$ cat src/rtl/sprite_painter.sv
// rtl/sprite_painter.sv - scaled ROM image painter with colour key, 3-cycle pipeline
module sprite_painter #(
  parameter int          IMG_WIDTH  = 200,
  parameter int          IMG_HEIGHT = 112,
  parameter int          ADDR_W     = 15,
  parameter int          COORD_W    = 11,
  parameter logic [23:0] BG_COLOR   = 24'h113377,
  parameter int          KEY_EN     = 1,
  parameter logic [23:0] KEY_COLOR  = 24'hFF00FF
) (
  input  logic               clk_pix,
  input  logic               rst_pix,
  input  logic [COORD_W-1:0] sx,
  input  logic [COORD_W-1:0] sy,
  input  logic               de,
  input  logic               frame_start,
  input  logic [COORD_W-1:0] pos_x,
  input  logic [COORD_W-1:0] pos_y,
  input  logic [1:0]         scale,
  output logic [ADDR_W-1:0]  rom_addr,
  output logic               rom_en,
  input  logic [23:0]        rom_dout,
  output logic [7:0]         rgb_r,
  output logic [7:0]         rgb_g,
  output logic [7:0]         rgb_b,
  output logic               de_out
);

  localparam int W = COORD_W + 4;
  localparam logic [ADDR_W-1:0] ROW_STEP = ADDR_W'(IMG_WIDTH);

  logic [COORD_W-1:0] px, py, px_e, py_e;
  logic [1:0]         sc, sc_e;

  // frame_start makes the new placement visible to the pixel it arrives with
  assign px_e = frame_start ? pos_x : px;
  assign py_e = frame_start ? pos_y : py;
  assign sc_e = frame_start ? scale : sc;

  logic [W-1:0] sx_w, sy_w, px_w, py_w, dw, dh;
  assign sx_w = W'(sx);
  assign sy_w = W'(sy);
  assign px_w = W'(px_e);
  assign py_w = W'(py_e);
  assign dw   = W'(IMG_WIDTH) << sc_e;
  assign dh   = W'(IMG_HEIGHT) << sc_e;

  logic in_rect, left_hit;
  assign in_rect  = de && (sx_w >= px_w) && (sx_w < px_w + dw)
                       && (sy_w >= py_w) && (sy_w < py_w + dh);
  assign left_hit = in_rect && (sx == px_e);

  logic [2:0] sub_max;
  always_comb begin
    sub_max = 3'd0;
    case (sc_e)
      2'd0: sub_max = 3'd0;
      2'd1: sub_max = 3'd1;
      2'd2: sub_max = 3'd3;
      2'd3: sub_max = 3'd7;
      default: sub_max = 3'd0;
    endcase
  end

  // Counter state describes the next pixel expected in raster order
  logic [2:0]        xsub, ysub, cur_xsub, cur_ysub;
  logic [ADDR_W-1:0] col, row_base, cur_col, cur_rb, addr_next;
  logic              row_seen;

  always_comb begin
    cur_xsub = xsub;
    cur_ysub = ysub;
    cur_col  = col;
    cur_rb   = row_base;
    if (left_hit) begin
      cur_xsub = 3'd0;
      cur_col  = '0;
      if (frame_start || !row_seen) begin
        cur_ysub = 3'd0;
        cur_rb   = '0;
      end else if (ysub == sub_max) begin
        cur_ysub = 3'd0;
        cur_rb   = row_base + ROW_STEP;
      end else begin
        cur_ysub = ysub + 3'd1;
      end
    end
  end

  assign addr_next = cur_rb + cur_col;

  logic in_rect_d1, in_rect_d2, de_d1, de_d2;
  logic [23:0] pix;

  always_comb begin
    pix = BG_COLOR;
    if (!de_d2)
      pix = 24'h0;
    else if (in_rect_d2 && !((KEY_EN != 0) && (rom_dout == KEY_COLOR)))
      pix = rom_dout;
  end

  always_ff @(posedge clk_pix) begin
    if (rst_pix) begin
      px         <= '0;
      py         <= '0;
      sc         <= '0;
      xsub       <= '0;
      ysub       <= '0;
      col        <= '0;
      row_base   <= '0;
      row_seen   <= 1'b0;
      rom_addr   <= '0;
      rom_en     <= 1'b0;
      in_rect_d1 <= 1'b0;
      in_rect_d2 <= 1'b0;
      de_d1      <= 1'b0;
      de_d2      <= 1'b0;
      de_out     <= 1'b0;
      rgb_r      <= '0;
      rgb_g      <= '0;
      rgb_b      <= '0;
    end else begin
      if (frame_start) begin
        px <= pos_x;
        py <= pos_y;
        sc <= scale;
      end
      if (left_hit)
        row_seen <= 1'b1;
      else if (frame_start)
        row_seen <= 1'b0;
      if (in_rect) begin
        ysub     <= cur_ysub;
        row_base <= cur_rb;
        if (cur_xsub == sub_max) begin
          xsub <= 3'd0;
          col  <= cur_col + ADDR_W'(1);
        end else begin
          xsub <= cur_xsub + 3'd1;
          col  <= cur_col;
        end
        rom_addr <= addr_next;
      end
      rom_en     <= in_rect;
      in_rect_d1 <= in_rect;
      de_d1      <= de;
      in_rect_d2 <= in_rect_d1;
      de_d2      <= de_d1;
      de_out     <= de_d2;
      rgb_r      <= pix[23:16];
      rgb_g      <= pix[15:8];
      rgb_b      <= pix[7:0];
    end
  end

endmodule

$ cat config.mk
export PLATFORM = sky130hd
export DESIGN_NAME = sprite_painter
export DESIGN_NICKNAME = d
export VERILOG_FILES = /design/src/rtl/sprite_painter.sv
export SDC_FILE = /design/constraint.sdc
export NUM_CORES = 1
export LEC_CHECK = 0
export CAP_MARGIN = 20
export CORE_MARGIN = 1
export CORE_UTILIZATION = 59
export CTS_BUF_LIST = sky130_fd_sc_hd__clkbuf_8
export DETAILED_ROUTE_END_ITERATION = 8
export PLACE_DENSITY = 0.91
export SYNTH_ARGS = -nofsm -noshare
export SYNTH_HDL_FRONTEND = slang
export SYNTH_SLANG_ARGS = --single-unit
$ cat constraint.sdc
create_clock -name clk_pix -period 21.6 [get_ports clk_pix]
set_input_delay 2.16 -clock clk_pix [delete_from_list [all_inputs] [get_ports clk_pix]]
set_output_delay 2.16 -clock clk_pix [all_outputs]
set_load 0.005 [all_outputs]
======== After elaboration in Yosys (flattened, before gate mapping) ========
Cells that the tools add are included.
word-level totals
  register bits after elaboration ......... 105
  latch bits .............................. 0
  RAM bits ................................ 0
  memory bits (read-only) ................. 0
  input bits .............................. 74
  logic and storage cells ................. 72
  memories kept ........................... 0
cells by class
  add/subtract/negate cells ............... 7
  $mul .................................... 0
  div/mod/pow operators ................... 0
  magnitude comparators ................... 4
  equality and inequality tests ........... 7
  shifts and indexed selects .............. 2
  muxes and demuxes ....................... 16
  bitwise gates (word level) .............. 2
  reductions and logical operators ........ 14
operators by type and width
  cell                                                                   count
  15-bit two-way mux                                                     5
  11-bit by 15-bit adder with 15-bit output                              2
  11-bit by 15-bit less-than comparator with 1-bit output                2
  24-bit equality test, second input constant                            1
  11-bit greater-or-equal comparator                                     2
  11-bit two-way mux                                                     2
  21-bit two-way mux                                                     1
  15-bit by 1-bit adder with 15-bit output, second input constant        1
  15-bit adder                                                           1
  15-bit by 8-bit adder with 15-bit output, second input constant        1
  7-bit by 2-bit << shifter with 15-bit output, first input constant     1
  8-bit by 2-bit << shifter with 15-bit output, first input constant     1
  3-bit two-way mux                                                      4
  3-bit one-hot mux with 4 select lines                                  1
  11-bit equality test                                                   1
  3-bit by 1-bit adder with 3-bit output, second input constant          2
  3-bit equality test                                                    2
  1-bit logical AND                                                      6
  2-bit equality test, second input constant                             2
  3-bit OR reduction                                                     1
  2-bit by 1-bit equality test with 1-bit output, second input constant  1
  1-bit zero test                                                        2
  2-bit zero test                                                        1
  1-bit two-way mux                                                      2
  6 further kinds                                                        7

======== Depth between registers and ports, before layout ========
Gate-level depths: netlist (run 1).
  depth in word-level cells ............... 11
  depth in mapped cells ................... 35
  mapped depth without buffers ............ 31

======== Worst setup path before layout (run 1) ========
No wires, ideal clock.
  path type ............................... input -> register
  start ................................... in frame_start
  end ..................................... reg rom_addr[12]
  setup time .............................. 0.122 ns
  arrival ................................. 8.879 ns
  data required time ...................... 21.478 ns
  setup slack ............................. 12.599 ns
  stages .................................. 33
  buffers on the path ..................... 7
  path through ............................ buf_6 > buf_1 > clkbuf_1 > mux2i_1 > inv_1 > ha_1 > a21oi_1 > o21bai_1 > a21oi_1 > o21bai_1 > a21oi_1 > xor2_1 > ha_1 > nand4b_1 > inv_1 > nand3_1 > o221a_2 > o2111ai_2 > buf_4 > buf_2 > clkbuf_1 > clkbuf_1 > and2_1 > fa_1 > a21oi_1 > inv_1 > maj3_1 > nand2b_1 > mux2i_1 > nor2_1 > a2111oi_2 > o31ai_1 > a221o_1
RTL lines
  element                                                                                                 line  text
  start, declared                                                                                         16    input logic frame_start,
  11-bit two-way mux (*)                                                                                  -
  via px_e[5]                                                                                             32    logic [COORD_W-1:0] px, py, px_e, py_e;
  11-bit by 15-bit adder with 15-bit output / 11-bit greater-or-equal comparator (equally long branches)  49    assign in_rect = de && (sx_w >= px_w) && (sx_w < px_w + dw)
  11-bit by 15-bit less-than comparator with 1-bit output / 1-bit logical AND (equally long branches)     49
  1-bit logical AND                                                                                       49
  1-bit logical AND (2 in series)                                                                         50    && (sy_w >= py_w) && (sy_w < py_w + dh);
  1-bit logical AND                                                                                       51    assign left_hit = in_rect && (sx == px_e);
  15-bit two-way mux                                                                                      75    if (left_hit) begin
  15-bit adder                                                                                            90    assign addr_next = cur_rb + cur_col;
  end signal, assigned                                                                                    143   rom_addr <= addr_next;
  end, declared                                                                                           20    output logic [ADDR_W-1:0] rom_addr,
The timed path passes the listed nets; every way through them passes the cells marked *.
A chain may end at the register's enable or synchronous reset.

======== Final worst setup path (run 1) ========
  start ................................... in frame_start
  end ..................................... reg rom_addr[12]
RTL lines
  element                                                  line  text
  2-bit two-way mux                                        -
  7-bit by 2-bit << shifter with 15-bit output             46    assign dh = W'(IMG_HEIGHT) << sc_e;
  via dh[8]                                                40    logic [W-1:0] sx_w, sy_w, px_w, py_w, dw, dh;
  11-bit by 15-bit adder with 15-bit output                50
  11-bit by 15-bit less-than comparator with 1-bit output  50
  1-bit logical AND                                        50
  1-bit logical AND                                        51
  15-bit two-way mux                                       75
  via cur_rb[0]                                            67    logic [ADDR_W-1:0] col, row_base, cur_col, cur_rb, addr_next;
  15-bit adder                                             90
The timed path passes the listed nets, and every way through them passes these cells.

==> metrics, run 1 <==
CTS Hold Bufs 0; Clock power frac 27.4%; Vias 5873; GRT overflow 0; RSZ-0062 raised after global routing no; most common cell after layout, fill and taps aside clkdlybuf4s50_1; CP endpoint kind flop; setup TNS 0 ns; VDD IR max 30.9 uV; setup slack after placement 11.41 ns; post-route cell area 0.00786 sq mm; clk_lat worst skew 0.39 ns; Synth Cell Area 0.00649 sq mm; HPWL after DPL 12300 um; final wirelength 16600 um; Int Pwr 290 uW; num rows 37; Top Ports 115; Final setup viols 0; Critical Path RT 21.93 ns; Post-synth EDFFs 0; warnings from Yosys 0; post_cts resized 0; Tot Pwr 420 uW; Post-Syn Nets 914; Critical Path Slowest Stage Cell nor2_1; sequential-to-total area share from yosys stat 32.4%; placed instance area 0.00769 sq mm; Seq pwr share 47.7%; layout cells sized above 1 4.49%; buffers added on ports 114; Post-Synth Adder-Cell Area 15.3%; relative slew slack 30.3%; post-synthesis compound-gate area fraction 14.4%; Net Switching 130 uW; Post-layout nets 1013; post-route insts no fill 1005; DIE HEIGHT 107 um; Detail Route Antenna Nets 0; largest family of logic cells by synthesized area simple AND/OR/NAND/NOR gates; f_max 99.9 MHz; Post-Synth Simple-Gate Area 23.2%; switching power share of the total 30.9%; largest net degree at the start of global routing 82; Setup crit start kind input port; GPL Wtd Cong 0.901; run status complete, no violations; initial antenna violation count 0; GRT Total Usage 29.9%; H-tree level count 3; Worst path most repeated cell ha_1; Cell Pwr Density 53.4 mW/mm^2; Vias/cell 5.84; clock sinks 105; DRT Pass-1 Iters 5; slowest stage delay, CP 0.54 ns; die area 0.0114 sq mm; Initial Utilization 61.7%; Post-Syn Instances 765; endpoints failing hold 0; Ant. Diodes 0; Fin Clk Skew 0.00982 ns; ys async rst share 0%; Main synth FF type dfxtp_1; logic gate share of total power 25.0%; post-synthesis cell type count 64; mux share of post-synthesis cell area 4.76%; most frequent cells in the layout 113 x clkdlybuf4s50_1, 105 x dfxtp_1, 102 x nor2_1; fin. max-slew vios 0; Post CTS Setup Buffer Count 0; number of synthesized register bits 105; Die W 107 um; Synth area leaders dfxtp_1 32%, ha_1 14%, nor2_1 5.9%; critical path class input port to flop; CTS clock-pin slew for the worst setup and hold paths 0.11 ns; worst slew pin tran 1.02 ns; CP max FO 39; vias in the first global route 5778; cell taking the most area after synthesis dfxtp_1; Area growth syn-to-layout 21.2%; post-layout worst setup margin 11.59 ns; WL/cell 16.5 um; CTS Buf Count 9; post-synth top area share 32.4%; xor/xnor cell area share of the yosys netlist 5.81%; drt initial violations 358; minimum clock period 10.01 ns; drt drc 0; Mean Syn Cell Area 8.48 sq um; Max-Cap Viols 0; dpl cells 989; root buf cell clkbuf_8; final worst-path cycle share 46.3%; Hold Path Class flop to flop; CORE AREA 0.0105 sq mm; clock buffer depth 2; global-route wire length before repair 27000 um; CTS tree yes; Worst EP arrival 10.34 ns; Static Leak 0.00339 uW
## kinds of logic (layout without fill, tap and decap cells)
group | after synthesis | in the layout
mux | 28 | 28
simple gates | 304 | 304
buf+inv | 67 | 171
compound gates | 140 | 140
fa+ha+maj | 78 | 78
flops | 105 | 105
xor+xnor | 43 | 43
## metal layers
layer  GRT usage, %  vias to the layer above  wire length [um]
met5              0                        -                 0
met4           11.4                        0               376
met3           4.38                       33               999
met2           51.5                      244              7730
met1           37.7                     2731              7520
li1               -                     2865                 -
## cell type report
type                    instances  area (sq um)
well taps                     136           170
flip-flops and latches        105          2100
clock inverters                 7          52.6
fillers                       740          2650
inverters                      38           143
multi-input cells             593          4110
repair buffers                117          1160
clock buffers                   9           124
## worst max-delay path, delay by kind of cell
kind / cells / cell delay (ns)
AOI/OAI and AO/OA: 11 / 2.47
muxes: 2 / 0.76
buffers and inverters: 6 / 1.54
and+or+nand+nor: 6 / 1.34
xor gates and xnor gates: 1 / 0.17
adders and majority gates: 6 / 1.87
## flip-flops by register name, summed over array words and instances, names as in the netlist, 2 cells and up
signal	flops
col	15
rom_addr	15
row_base	15
px	11
py	11
rgb_b	8
rgb_g	8
rgb_r	8
xsub	3
ysub	3
sc	2
## worst paths after layout
path / start / end / slack (ns) / depth (start not counted)
worst min-delay path: de_d1 / de_d2 / 0.44 / 1
worst min register to register: de_d1 / de_d2 / 0.44 / 1
worst max register to register: sc[1] / rom_addr[12] / 14.07 / 30
worst max-delay path: frame_start / rom_addr[12] / 11.59 / 32
## power by group through the flow
stage | clock network, uW | registers (uW) | logic (uW)
after floorplan | 0 | 204 | 67.0
after global placement | 0 | 204 | 97.9
after detailed placement | 0 | 205 | 102
after CTS | 117 | 200 | 104
after global routing | 124 | 201 | 115
final | 115 | 200 | 105
## cell usage after synthesis (all sizes together), types with 2 or more instances
cell type  count
clkbuf        23
buf            6
nor4           3
and2          28
and3           6
o21ai         22
mux2i         25
nor2         103
o21a           3
nand3b         6
nor3          12
nor4b          2
ha            72
nand2b         7
a221o          2
a41o           2
o21bai         5
or3            8
inv           38
or4            2
dfxtp        105
a31o           2
a21o          14
xor2          18
o31ai          9
mux2           3
nand2         61
a21oi         50
nand4b         2
nor3b          3
xnor2         25
a31oi          3
maj3           3
fa             3
nor2b         26
a2111oi        3
o31a           2
nand4          8
a211oi        10
nand3         25
o211ai         3
## per-stage QoR
stage	util (%)	hold slack, ns
finish	74.8	0.444
global route	74.8	0.455
CTS	74.8	0.451
detailed placement	73.1	0.434
global placement	73.1	0.437
floorplan	-	0.414
Power figures use the tool's default switching activity.
==> run 2, diff against run 1 <==
--- a/config.mk
+++ b/config.mk
@@ -7,10 +7,10 @@
 export LEC_CHECK = 0
 export CAP_MARGIN = 20
 export CORE_MARGIN = 1
-export CORE_UTILIZATION = 59
+export CORE_UTILIZATION = 50
 export CTS_BUF_LIST = sky130_fd_sc_hd__clkbuf_8
 export DETAILED_ROUTE_END_ITERATION = 8
-export PLACE_DENSITY = 0.91
+export PLACE_DENSITY = 0.82
 export SYNTH_ARGS = -nofsm -noshare
 export SYNTH_HDL_FRONTEND = slang
 export SYNTH_SLANG_ARGS = --single-unit
==> constraint.sdc (replaced) <==
create_clock -name clk_pix -period 8.8 [get_ports clk_pix]
set_input_delay 0.88 -clock clk_pix [delete_from_list [all_inputs] [get_ports clk_pix]]
set_output_delay 0.88 -clock clk_pix [all_outputs]
set_load 0.005 [all_outputs]
==> run 2 against run 1 <==
Clock power grew to 2.8 times the previous value. First-iteration DRC count increased by 17%. Die area rose by 18%. Sequential share of layout area shrank 0.25 points. Register-to-register slack worse by 12 ns. Routed wire length decreased by 6.3%. Clock-buffer cell count rose by 1. Cell area is 0.95% higher. Non-clock buffer count increased by 1. Total power rose to 2.5 times the previous value. Combinational power increased by 140%. Setup slack got worse by 11 ns. Critical endpoint is now rom_addr[14].
==> metrics, run 2 (synthesis gave the netlist of run 1 again) <==
final wirelength 15600 um; Initial Utilization 51.4%; post-route cell area 0.00794 sq mm; VDD IR max 76.9 uV; CTS tree yes; Static Leak 0.00340 uW; drt drc 0; clock buffer depth 2; Critical Path Slowest Stage Cell a2111oi_2; placed instance area 0.00773 sq mm; Setup crit start scale[1]; largest net degree at the start of global routing 82; GRT overflow 0; GRT Total Usage 23.9%; run status complete, no violations; Ant. Diodes 0; slowest stage delay, CP 0.55 ns; M2 GR Usage 40.1%; RR Startpoint sc[1]; Worst path most repeated cell ha_1; fin. max-slew vios 0; RSZ-0062 raised after global routing no; WL/cell 14.9 um; Cell Pwr Density 134 mW/mm^2; CP endpoint kind flop; buffers added on ports 114; Top Ports 115; die area 0.0134 sq mm; setup TNS 0 ns; clock sinks 105; Area growth syn-to-layout 22.4%; fillcell total 1109; worst slew pin tran 0.898 ns; GPL Wtd Cong 0.876; Max-Cap Viols 0; f_max 129 MHz; Worst EP arrival 8.07 ns; GR Layer Usage met3 3.97%; Fin Clk Skew 0.00777 ns; biggest regs col (15), rom_addr (15), row_base (15); vias in the first global route 5286; Die W 116 um; Final setup viols 0; num rows 41; Post CTS Setup Buffer Count 0; HPWL after DPL 11700 um; post_cts resized 0; minimum clock period 7.76 ns; initial antenna violation count 0; final worst-path cycle share 88.2%; DRT Pass-1 Iters 5; CTS clock-pin slew for the worst setup and hold paths 0.10 ns; Vias/cell 5.44; DIE HEIGHT 116 um; hold wc startpoint de_d1; most common cell after layout, fill and taps aside clkdlybuf4s50_1; most frequent cells in the layout 112 x clkdlybuf4s50_1, 105 x dfxtp_1, 102 x nor2_1; global-route wire length before repair 25100 um; Detail Route Antenna Nets 0; H-tree level count 3; clk_lat worst skew 0.39 ns; Setup crit start kind input port; CTS Buf Count 9; root buf cell clkbuf_8; CTS Hold Bufs 0; layout cells sized above 1 4.71%; Post-layout nets 1014; relative slew slack 38.6%; Most Crowded Layer GR met2; critical path class input port to flop; endpoints failing hold 0; Critical Path RT 9.11 ns; Hold Path Class flop to flop; met1 Use GR 30.4%; CP max FO 11; CORE AREA 0.0126 sq mm; Vias 5669; drt initial violations 419
[run 2: cell count changes in the layout (fill, tap and decap cells not counted), sizes merged]
cell	change
buf	+2
bufinv	+1
clkbuf	+1
clkdlybuf4s50	-1
clkinv	-1
inv	-1
[run 2: metal layers]
layer	vias up	wire [um]
met5	-	0
met4	0	341
met3	26	950
met2	192	6970
met1	2599	7310
li1	2852	-
[run 2: path summary, 6_finish.rpt]
check / end / slack (ns) / depth (start not counted)
setup / recovery: rom_addr[14] / 1.04 / 32
hold / removal: de_d2 / 0.45 / 1
setup reg to reg: rom_addr[14] / 1.65 / 31
hold reg to reg: de_d2 / 0.45 / 1
[run 2: through the flow]
stage	setup slack, ns	power (uW)	cells	hold slack [ns]	util (%)
after floorplan	1.08	666	765	0.414	-
final	1.04	1060	1042	0.450	62.9
after global placement	0.988	743	1026	0.424	61.3
after CTS	1.11	1060	1042	0.456	62.9
after global routing	0.289	1120	1042	0.465	62.9
after detailed placement	0.704	751	1026	0.433	61.3
[run 2: critical path, delay by kind of cell]
| family | cells | cell delay [ns] |
|---|---|---|
| xor+xnor | 2 | 0.30 |
| buf+inv | 4 | 0.82 |
| fa+ha+maj | 6 | 1.79 |
| compound gates | 10 | 2.44 |
| mux | 2 | 0.55 |
| simple gates | 8 | 1.28 |
[run 2: layout make-up]
cell class | instances | area (sq um) | share of cell area [%]
clock buffer | 10 | 138 | 1.73
clock inverter | 6 | 66.3 | 0.835
inverter | 38 | 143 | 1.80
multi-input combinational | 593 | 4110 | 51.8
sequential | 105 | 2100 | 26.5
tap | 172 | 215 | 2.71
timing repair buffer | 118 | 1160 | 14.6
[run 2: power breakdown]
part	switching, uW	internal (uW)
logic	131	121
registers	4.44	486
clock network	179	141
total	314	747
